**config.mk**
```make
export PLATFORM = sky130hd
export DESIGN_NAME = median_filter_stream
export DESIGN_NICKNAME = d
export VERILOG_FILES = /design/src/rtl/median_pkg.sv /design/src/rtl/median9_sort.sv /design/src/rtl/median_filter_stream.sv
export SDC_FILE = /design/constraint.sdc
export NUM_CORES = 2
export LEC_CHECK = 0
export ABC_AREA = 1
export CAP_MARGIN = 25
export CORE_MARGIN = 1
export CORE_UTILIZATION = 55
export DETAILED_ROUTE_END_ITERATION = 16
export GPL_TIMING_DRIVEN = 1
export HOLD_SLACK_MARGIN = 0.1
export PLACE_DENSITY = 0.78
export SLEW_MARGIN = 20
export SYNTH_ARGS = -nofsm -noshare
export SYNTH_HDL_FRONTEND = slang
export SYNTH_SLANG_ARGS = --single-unit
```
**constraint.sdc**
```tcl
create_clock -name clk -period 43.5 [get_ports clk]
set_input_delay 10.875 -clock clk [delete_from_list [all_inputs] [get_ports clk]]
set_output_delay 10.875 -clock clk [all_outputs]
set_load 0.02 [all_outputs]
```
**src/rtl/median_pkg.sv**
```systemverilog
// Shared encodings for the streaming 3x3 median filter.
// Mode values, FSM states and the window-to-output latency.
package median_pkg;

    localparam logic [1:0] MODE_MED = 2'd0;
    localparam logic [1:0] MODE_MIN = 2'd1;
    localparam logic [1:0] MODE_MAX = 2'd2;
    localparam logic [1:0] MODE_CTR = 2'd3;

    // window register plus three sort stages
    localparam int MED_LAT = 4;

    typedef enum logic [1:0] {
        IDLE  = 2'd0,
        RUN   = 2'd1,
        FLUSH = 2'd2,
        DONE  = 2'd3
    } state_t;

endpackage

```
**src/rtl/median9_sort.sv**
```systemverilog
// Pipelined 9-value compare-exchange network with a shared enable.
// Produces min, median and max of the window, plus a passthrough tag.
module median9_sort
    import median_pkg::*;
#(
    parameter int DATA_W = 8
) (
    input  logic                   clk,
    input  logic                   rst,
    input  logic                   i_en,
    input  logic                   i_vld,
    input  logic [8:0][DATA_W-1:0] i_win,
    input  logic [DATA_W-1:0]      i_tag,
    output logic                   o_vld,
    output logic                   o_busy,
    output logic [DATA_W-1:0]      o_min,
    output logic [DATA_W-1:0]      o_med,
    output logic [DATA_W-1:0]      o_max,
    output logic [DATA_W-1:0]      o_tag
);

    localparam int NS = MED_LAT - 1;

    typedef logic [DATA_W-1:0] pix_t;

    function automatic pix_t mn(input pix_t a, input pix_t b);
        return (a < b) ? a : b;
    endfunction

    function automatic pix_t mx(input pix_t a, input pix_t b);
        return (a < b) ? b : a;
    endfunction

    function automatic pix_t md3(input pix_t a, input pix_t b, input pix_t c);
        return mx(mn(a, b), mn(mx(a, b), c));
    endfunction

    logic [NS-1:0] r_v;

    pix_t r_lo [3];
    pix_t r_md [3];
    pix_t r_hi [3];
    pix_t r_t1;

    pix_t r_min2;
    pix_t r_max2;
    pix_t r_a;
    pix_t r_b;
    pix_t r_c;
    pix_t r_t2;

    pix_t r_min3;
    pix_t r_med3;
    pix_t r_max3;
    pix_t r_t3;

    // stage 1 sorts each window row
    always_ff @(posedge clk or posedge rst) begin
        if (rst) begin
            for (int i = 0; i < 3; i++) begin
                r_lo[i] <= '0;
                r_md[i] <= '0;
                r_hi[i] <= '0;
            end
            r_t1 <= '0;
        end else if (i_en) begin
            for (int i = 0; i < 3; i++) begin
                r_lo[i] <= mn(mn(i_win[3*i], i_win[3*i+1]), i_win[3*i+2]);
                r_md[i] <= md3(i_win[3*i], i_win[3*i+1], i_win[3*i+2]);
                r_hi[i] <= mx(mx(i_win[3*i], i_win[3*i+1]), i_win[3*i+2]);
            end
            r_t1 <= i_tag;
        end
    end

    // stage 2 reduces the row columns; the row-min/row-max extremes are global
    always_ff @(posedge clk or posedge rst) begin
        if (rst) begin
            r_min2 <= '0;
            r_max2 <= '0;
            r_a    <= '0;
            r_b    <= '0;
            r_c    <= '0;
            r_t2   <= '0;
        end else if (i_en) begin
            r_min2 <= mn(mn(r_lo[0], r_lo[1]), r_lo[2]);
            r_a    <= mx(mx(r_lo[0], r_lo[1]), r_lo[2]);
            r_b    <= md3(r_md[0], r_md[1], r_md[2]);
            r_c    <= mn(mn(r_hi[0], r_hi[1]), r_hi[2]);
            r_max2 <= mx(mx(r_hi[0], r_hi[1]), r_hi[2]);
            r_t2   <= r_t1;
        end
    end

    always_ff @(posedge clk or posedge rst) begin
        if (rst) begin
            r_min3 <= '0;
            r_med3 <= '0;
            r_max3 <= '0;
            r_t3   <= '0;
        end else if (i_en) begin
            r_min3 <= r_min2;
            r_med3 <= md3(r_a, r_b, r_c);
            r_max3 <= r_max2;
            r_t3   <= r_t2;
        end
    end

    always_ff @(posedge clk or posedge rst) begin
        if (rst) begin
            r_v <= '0;
        end else if (i_en) begin
            r_v <= {r_v[NS-2:0], i_vld};
        end
    end

    assign o_vld  = r_v[NS-1];
    assign o_busy = |r_v[NS-2:0];
    assign o_min  = r_min3;
    assign o_med  = r_med3;
    assign o_max  = r_max3;
    assign o_tag  = r_t3;

endmodule

```
**src/rtl/median_filter_stream.sv**
```systemverilog
// Streaming 3x3 median filter with two line buffers and start/done framing.
// Define MEDIAN_MODE_EN to add the mode port (median/min/max/centre).
module median_filter_stream
    import median_pkg::*;
#(
    parameter int DATA_W = 8,
    parameter int IMG_W  = 64,
    parameter int IMG_H  = 64
) (
    input  logic              clk,
    input  logic              rst,
    input  logic              start,
`ifdef MEDIAN_MODE_EN
    input  logic [1:0]        mode,
`endif
    output logic              done,
    input  logic [DATA_W-1:0] in_data,
    input  logic              in_valid,
    output logic              in_ready,
    output logic [DATA_W-1:0] out_data,
    output logic              out_valid,
    input  logic              out_ready
);

    localparam int CW = $clog2(IMG_W);
    localparam int RW = $clog2(IMG_H);
    localparam logic [CW-1:0] COL_LAST = CW'(IMG_W - 1);
    localparam logic [RW-1:0] ROW_LAST = RW'(IMG_H - 1);

    state_t r_state;
    state_t w_state_nx;

    logic [CW-1:0] r_col;
    logic [RW-1:0] r_row;

    logic [DATA_W-1:0] r_lb0 [IMG_W];
    logic [DATA_W-1:0] r_lb1 [IMG_W];

    logic [8:0][DATA_W-1:0] r_win;
    logic                   r_win_vld;

    logic [1:0] w_mode;
    logic       w_adv;
    logic       w_acc;
    logic       w_last;
    logic       w_win_done;
    logic       w_busy;
    logic       w_sort_busy;

    logic [DATA_W-1:0] w_top;
    logic [DATA_W-1:0] w_mid;
    logic [DATA_W-1:0] w_min;
    logic [DATA_W-1:0] w_med;
    logic [DATA_W-1:0] w_max;
    logic [DATA_W-1:0] w_ctr;

    assign w_adv      = ~out_valid | out_ready;
    assign in_ready   = (r_state == RUN) & w_adv;
    assign w_acc      = in_valid & in_ready;
    assign w_last     = (r_col == COL_LAST) & (r_row == ROW_LAST);
    assign w_win_done = (r_col >= CW'(2)) & (r_row >= RW'(2));
    assign w_top      = r_lb1[r_col];
    assign w_mid      = r_lb0[r_col];
    assign w_busy     = r_win_vld | w_sort_busy;
    assign done       = (r_state == DONE);

    // counters return to zero after the last pixel, so each frame starts clean
    always_ff @(posedge clk or posedge rst) begin
        if (rst) begin
            r_col <= '0;
            r_row <= '0;
        end else if (w_acc) begin
            if (r_col == COL_LAST) begin
                r_col <= '0;
                r_row <= (r_row == ROW_LAST) ? '0 : r_row + 1'b1;
            end else begin
                r_col <= r_col + 1'b1;
            end
        end
    end

    always_ff @(posedge clk or posedge rst) begin
        if (rst) begin
            for (int i = 0; i < IMG_W; i++) begin
                r_lb0[i] <= '0;
                r_lb1[i] <= '0;
            end
        end else if (w_acc) begin
            r_lb1[r_col] <= w_mid;
            r_lb0[r_col] <= in_data;
        end
    end

    // window columns shift left; a bubble is inserted on idle advancing cycles
    always_ff @(posedge clk or posedge rst) begin
        if (rst) begin
            r_win     <= '0;
            r_win_vld <= 1'b0;
        end else begin
            if (w_adv) begin
                r_win_vld <= w_acc & w_win_done;
            end
            if (w_acc) begin
                r_win[0] <= r_win[1];
                r_win[1] <= r_win[2];
                r_win[2] <= w_top;
                r_win[3] <= r_win[4];
                r_win[4] <= r_win[5];
                r_win[5] <= w_mid;
                r_win[6] <= r_win[7];
                r_win[7] <= r_win[8];
                r_win[8] <= in_data;
            end
        end
    end

    always_ff @(posedge clk or posedge rst) begin
        if (rst) begin
            r_state <= IDLE;
        end else begin
            r_state <= w_state_nx;
        end
    end

    always_comb begin
        w_state_nx = r_state;
        unique case (r_state)
            IDLE: begin
                if (start) begin
                    w_state_nx = RUN;
                end
            end
            RUN: begin
                if (w_acc & w_last) begin
                    w_state_nx = FLUSH;
                end
            end
            FLUSH: begin
                if (~w_busy & out_valid & out_ready) begin
                    w_state_nx = DONE;
                end
            end
            DONE: begin
                w_state_nx = IDLE;
            end
        endcase
    end

`ifdef MEDIAN_MODE_EN
    logic [1:0] r_mode;

    always_ff @(posedge clk or posedge rst) begin
        if (rst) begin
            r_mode <= MODE_MED;
        end else if ((r_state == IDLE) & start) begin
            r_mode <= mode;
        end
    end

    assign w_mode = r_mode;
`else
    assign w_mode = MODE_MED;
`endif

    median9_sort #(
        .DATA_W (DATA_W)
    ) u_sort (
        .clk    (clk),
        .rst    (rst),
        .i_en   (w_adv),
        .i_vld  (r_win_vld),
        .i_win  (r_win),
        .i_tag  (r_win[4]),
        .o_vld  (out_valid),
        .o_busy (w_sort_busy),
        .o_min  (w_min),
        .o_med  (w_med),
        .o_max  (w_max),
        .o_tag  (w_ctr)
    );

    always_comb begin
        out_data = w_med;
        case (w_mode)
            MODE_MIN: out_data = w_min;
            MODE_MAX: out_data = w_max;
            MODE_CTR: out_data = w_ctr;
            default:  out_data = w_med;
        endcase
    end

endmodule

```
---- Yosys cells after proc, flatten, opt, wreduce, memory -nomap -nowiden ----
Cells that the tools add are included.
W data, S select, Z words.
word-level totals
  output and inout bits ................... 11
  logic and storage cells ................. 255
  input bits .............................. 13
  flip-flop bits (word level) ............. 1218
operators by class
  $add $sub $neg .......................... 2
  reductions and logical operators ........ 5
  mux-type cells .......................... 46
  order comparisons ....................... 26
  bitwise gates (word level) .............. 13
  equal/unequal tests ..................... 8
operators with widths
  kind                   number
  $bwmux W512            2
  $mux W8                35
  $lt A8 B8 Y1           22
  $bmux W8 S6            2
  $demux W8 S6           1
  $add A6 B1 Y6 const B  2
  $eq A6 B6 Y1 const B   2
  $ge A6 B2 Y1 const B   2
  $mux W6                2
  $and A1 B1 Y1          8
  $pmux W2 S4            1
  $ge A7 B7 Y1 const B   1
  $lt A7 B1 Y1 const B   1
  $not A6 Y7             1
  $mux W2                3
  $eq A2 B2 Y1 const B   2
  $ne A2 B2 Y1 const B   2
  $reduce_and A3 Y1      1
  $eq A2 B1 Y1 const B   1
  $logic_not A2 Y1       1
  $ne A2 B1 Y1 const B   1
  $not A1 Y1             2
  $or A1 B1 Y1           2
  $reduce_and A2 Y1      1
  other kinds (2)        2

---- Longest topological paths before layout ----
  depth in word-level cells ............... 7
  mapped depth ............................ 32
  mapped depth without buffers ............ 29

---- Cells and area by module ----
A second synthesis with hierarchy kept.
second synthesis, totals
  cells, all modules ...................... 9416
  area, all modules ....................... 66750.3 µm²
modules (own cells, without submodules)
  module                area each (µm²)  instances  seq. area each (µm²)  cells each
  median_filter_stream  53611.4          1          27801.7               7506
  median9_sort          13138.9          1          4078.9                1910

---- Worst setup path before layout ----
No wires, ideal clock.
  kind .................................... input-to-output
  from .................................... in out_ready
  to ...................................... out in_ready
  slack ................................... 21.406 ns
  path buffers ............................ 0
  cell stages on the path ................. 2
  data required time ...................... 32.625 ns
  arrival time ............................ 11.219 ns
  cell sequence ........................... nor2_1 > nor2_1
on the way
  cells in the longest elaborated chain, start to end .. 2
RTL lines
  element          line                        source
  start, declared  median_filter_stream.sv:22  input logic out_ready
  $or A1 B1 Y1     median_filter_stream.sv:57  assign w_adv = ~out_valid | out_ready;
  $and A1 B1 Y1    median_filter_stream.sv:58  assign in_ready = (r_state == RUN) & w_adv;
  end, declared    median_filter_stream.sv:19  output logic in_ready,
No other way between the ends.

---- Worst setup path after layout ----
Same ends and word-level chain as after synthesis.

==> flow_metrics.env <==
export IMPL_fillCellCount=8445
export IMPL_hpwlAfterDp_mm=98.0
export IMPL_clkTransAtPathRegs_ps=60
export IMPL_crit_chain="clkdlybuf4s50_1, nor2_4, nor2_1, clkdlybuf4s50_1"
export IMPL_hold_violations=0
export IMPL_hold_path_class="reg -> reg"
export IMPL_status="finished clean"
export IMPL_finalCritPeriodShare_pct=53.4
export IMPL_tritoncts="built"
export IMPL_worst_pin_slew_ps=1070
export IMPL_yosysTopAreaCell="dfrtp_1"
export IMPL_vias_per_cell=6.11
export IMPL_track_usage_pct=31.7
export IMPL_crit_type="in -> out"
export IMPL_cts_path_max_buffers=3
export IMPL_fmax_mhz=43.1
export IMPL_htreeDepth=3
export IMPL_antenna_found_initial=2
export IMPL_mostFrequentLayoutCell="nand2_1"
export IMPL_synth_simple_area_share_pct=17.2
export IMPL_worst_slack_ps=20290
export IMPL_die_area_um2=104000
export IMPL_max_stage_delay_ps=660
export IMPL_ctsHoldBuffers=0
export IMPL_synthesis_area_per_instance_um2=8.62
export IMPL_crit_required_ps=32620
export IMPL_synthAdderAreaFrac_pct=3.58
export IMPL_path_common_cell="clkdlybuf4s50_1"
export IMPL_final_nets=6517
export IMPL_swShare_pct=46.1
export IMPL_final_cell_mix="nand2_1, o21ai_0, dfrtp_1, inv_1, ha_1"
export IMPL_syn_num_nets=6745
export IMPL_syn2layout_area_growth_pct=9.62
export IMPL_vias=47734
export IMPL_die_h_um=323
export IMPL_gp_congestion=0.891
export IMPL_drtIter0Drc=6210
export IMPL_numPortBuffers=23
export IMPL_peakVddDrop_uv=87.2
export IMPL_clock_sinks=1218
export IMPL_synth_ff_type="dfrtp_1"
export IMPL_rows=117
export IMPL_finalSetupViolCount=0
export IMPL_place_ws_ps=20270
export IMPL_antenna_left=0
export IMPL_synth_compound_area_share_pct=18.9
export IMPL_start_kind="input pin"
export IMPL_synth_mux_area_share_pct=0
export IMPL_period_needed_ps=23210
export IMPL_drive_above_1_share_pct=5.64
export IMPL_clk_latency_ps=750
export IMPL_grt_pass1_vias=45175
export IMPL_intPower_mw=2.87
export IMPL_setup_tns_ps=0
export IMPL_totalWireLength_mm=163
export IMPL_numCtsBuffers=121
export IMPL_cts_root_buf="clkbuf_16"
export IMPL_drc=0
export IMPL_grt_setup_unrepaired="no"
export IMPL_avgRoutedWirePerCell_um=20.9
export IMPL_synth_seq_cells=1218
export IMPL_p_total_mw=5.33
export IMPL_clock_skew_ps=53.9
export IMPL_p_comb_share_pct=50.0
export IMPL_slowest_stage="clkdlybuf4s50_1"
export IMPL_pwr_density_cell_nw_per_um2=85.9
export IMPL_netlist_top_cells_area="dfrtp_1, nand2_1, o21ai_0"
export IMPL_initial_core_util_pct=55.6
export IMPL_grt_pass1_wl_mm=258
export IMPL_die_w_um=323
export IMPL_holdWs_ps=482
export IMPL_leakagePower_nw=28.7
export IMPL_seq_power_share_pct=29.9
export IMPL_io_pins=24
export IMPL_synth_area_um2=56600
export IMPL_switchingPower_mw=2.46
export IMPL_critPathCaptureType="output pin"
export IMPL_slew_headroom_pct=28.5
export IMPL_ys_seq_area_share_pct=53.8
export IMPL_postSynthCellCount=6570
export IMPL_ys_async_sr_fraction_pct=100
export IMPL_first_pass_iters=9
export IMPL_yosysWarningCount=0
export IMPL_cap_violations=0
export IMPL_grt_max_degree=164
export IMPL_synth_top_area_share_pct=53.8
export IMPL_synth_edf_count=0
export IMPL_overflow=0
export IMPL_seq_area_um2=30500
export IMPL_yosysUniqueCellTypes=45
export IMPL_slew_viol_final=0
export IMPL_cts_resized=0
export IMPL_clockPowerShare_pct=20.1
export IMPL_cts_setup_buffers=0
export IMPL_cp_arrival_ps=12340
export IMPL_synth_top_family_by_area="compound AO/OA/AOI/OAI gates"
export IMPL_multi_input_area_um2=22700
export IMPL_cp_max_fo=2
export IMPL_core_area_um2=102000
export IMPL_synth_xor_area_share_pct=0.0774
cell families after synthesis:
logic type,Yosys count
adder cells (fa/ha/maj),162
XOR/XNOR,5
buffers and inverters,899
flip-flops,1218
AND/OR/NAND/NOR,2429
AO/OA/AOI/OAI,1857
sequential cells by signal, summed over array words and instances, names as in the netlist, 24 cells and up:
register     count
r_lb0          512
r_lb1          512
r_win           72
u_sort.r_hi     24
u_sort.r_lo     24
u_sort.r_md     24
metal layers:
metal  share of wire (%)  vias up  global-route usage (%)  routed length, um
met5              0.0080        -                       0                 13
met4                 5.1        2                    14.7               8350
met3                 9.7      487                    6.10              15800
met2                  45     2439                    49.5              74100
met1                  40    23142                    42.9              65200
li1                    -    21664                       -                  -
final cells by class:
| cell class | instances | share of cell area (%) |
|---|---|---|
| diodes | 1 | 0.00403 |
| clock inverters | 49 | 0.998 |
| repair buffers | 129 | 2.42 |
| inverters | 419 | 2.55 |
| clock buffers | 172 | 5.62 |
| flip-flops and latches | 1218 | 49.1 |
| well taps | 1368 | 2.76 |
| multi-input cells | 4453 | 36.5 |
power by group through the flow:
| stage | combinational [mW] | sequential, mW | clock [mW] |
|---|---|---|---|
| 2_1_floorplan | 1.90 | 1.57 | 0 |
| 3_3_place_gp | 2.50 | 1.59 | 0 |
| 3_5_place_dp | 2.59 | 1.60 | 0 |
| 4_1_cts | 2.61 | 1.59 | 1.08 |
| 5_1_grt | 3.00 | 1.62 | 1.12 |
| 6_report | 2.67 | 1.59 | 1.07 |
path summary, 6_finish.rpt:
kind,from,end,slack [ps],cells past startpoint
worst max-delay path,out_ready,in_ready,20290,4
worst min-delay path,u_sort.o_med[3]$_DFFE_PP0N_,u_sort.o_med[3]$_DFFE_PP0N_,480,2
worst max register to register,r_win[53]$_DFFE_PP0P_,u_sort.r_md[0]$_DFFE_PP0N_,37470,19
worst min register to register,u_sort.o_med[3]$_DFFE_PP0N_,u_sort.o_med[3]$_DFFE_PP0N_,480,2
max in group asynchronous,rst,r_lb0[331]$_DFFE_PP0P_,29260,8
min in group asynchronous,rst,u_sort.o_med[7]$_DFFE_PP0N_,10750,3
Yosys cell counts, types with 3 or more instances:
cell / n
nand2_1: 1995
a221oi_2: 6
buf_4: 10
clkinv_1: 4
nor3_1: 9
a211oi_1: 12
o21ai_0: 1288
nand2_2: 6
buf_6: 9
o211ai_1: 33
buf_2: 100
nor3_2: 4
a22oi_1: 154
a221oi_1: 110
dfrtp_1: 1218
inv_2: 6
nor2_2: 4
clkbuf_1: 352
nand3_1: 136
o21a_1: 5
o2bb2ai_1: 7
inv_1: 408
a21oi_1: 81
xor2_1: 5
ha_1: 162
nand4_1: 136
nor2_1: 135
a32o_1: 3
o22ai_1: 32
a22o_1: 82
buf_1: 9
o21ai_1: 28
o32ai_1: 6
stage by stage:
stage,cell area (um2),util (%),cells
after global routing,62100,60.9,7808
final,62100,60.9,7809
after global placement,57200,56.2,7547
after floorplan,56600,-,6570
after detailed placement,57500,56.4,7561
after CTS,61600,60.4,7782
worst max-delay path, delay by kind of cell:
family                 cells  cell delay, ps
AND/OR/NAND/NOR            2             260
buffers and inverters      2            1190
(Power assumes the default switching activity.)
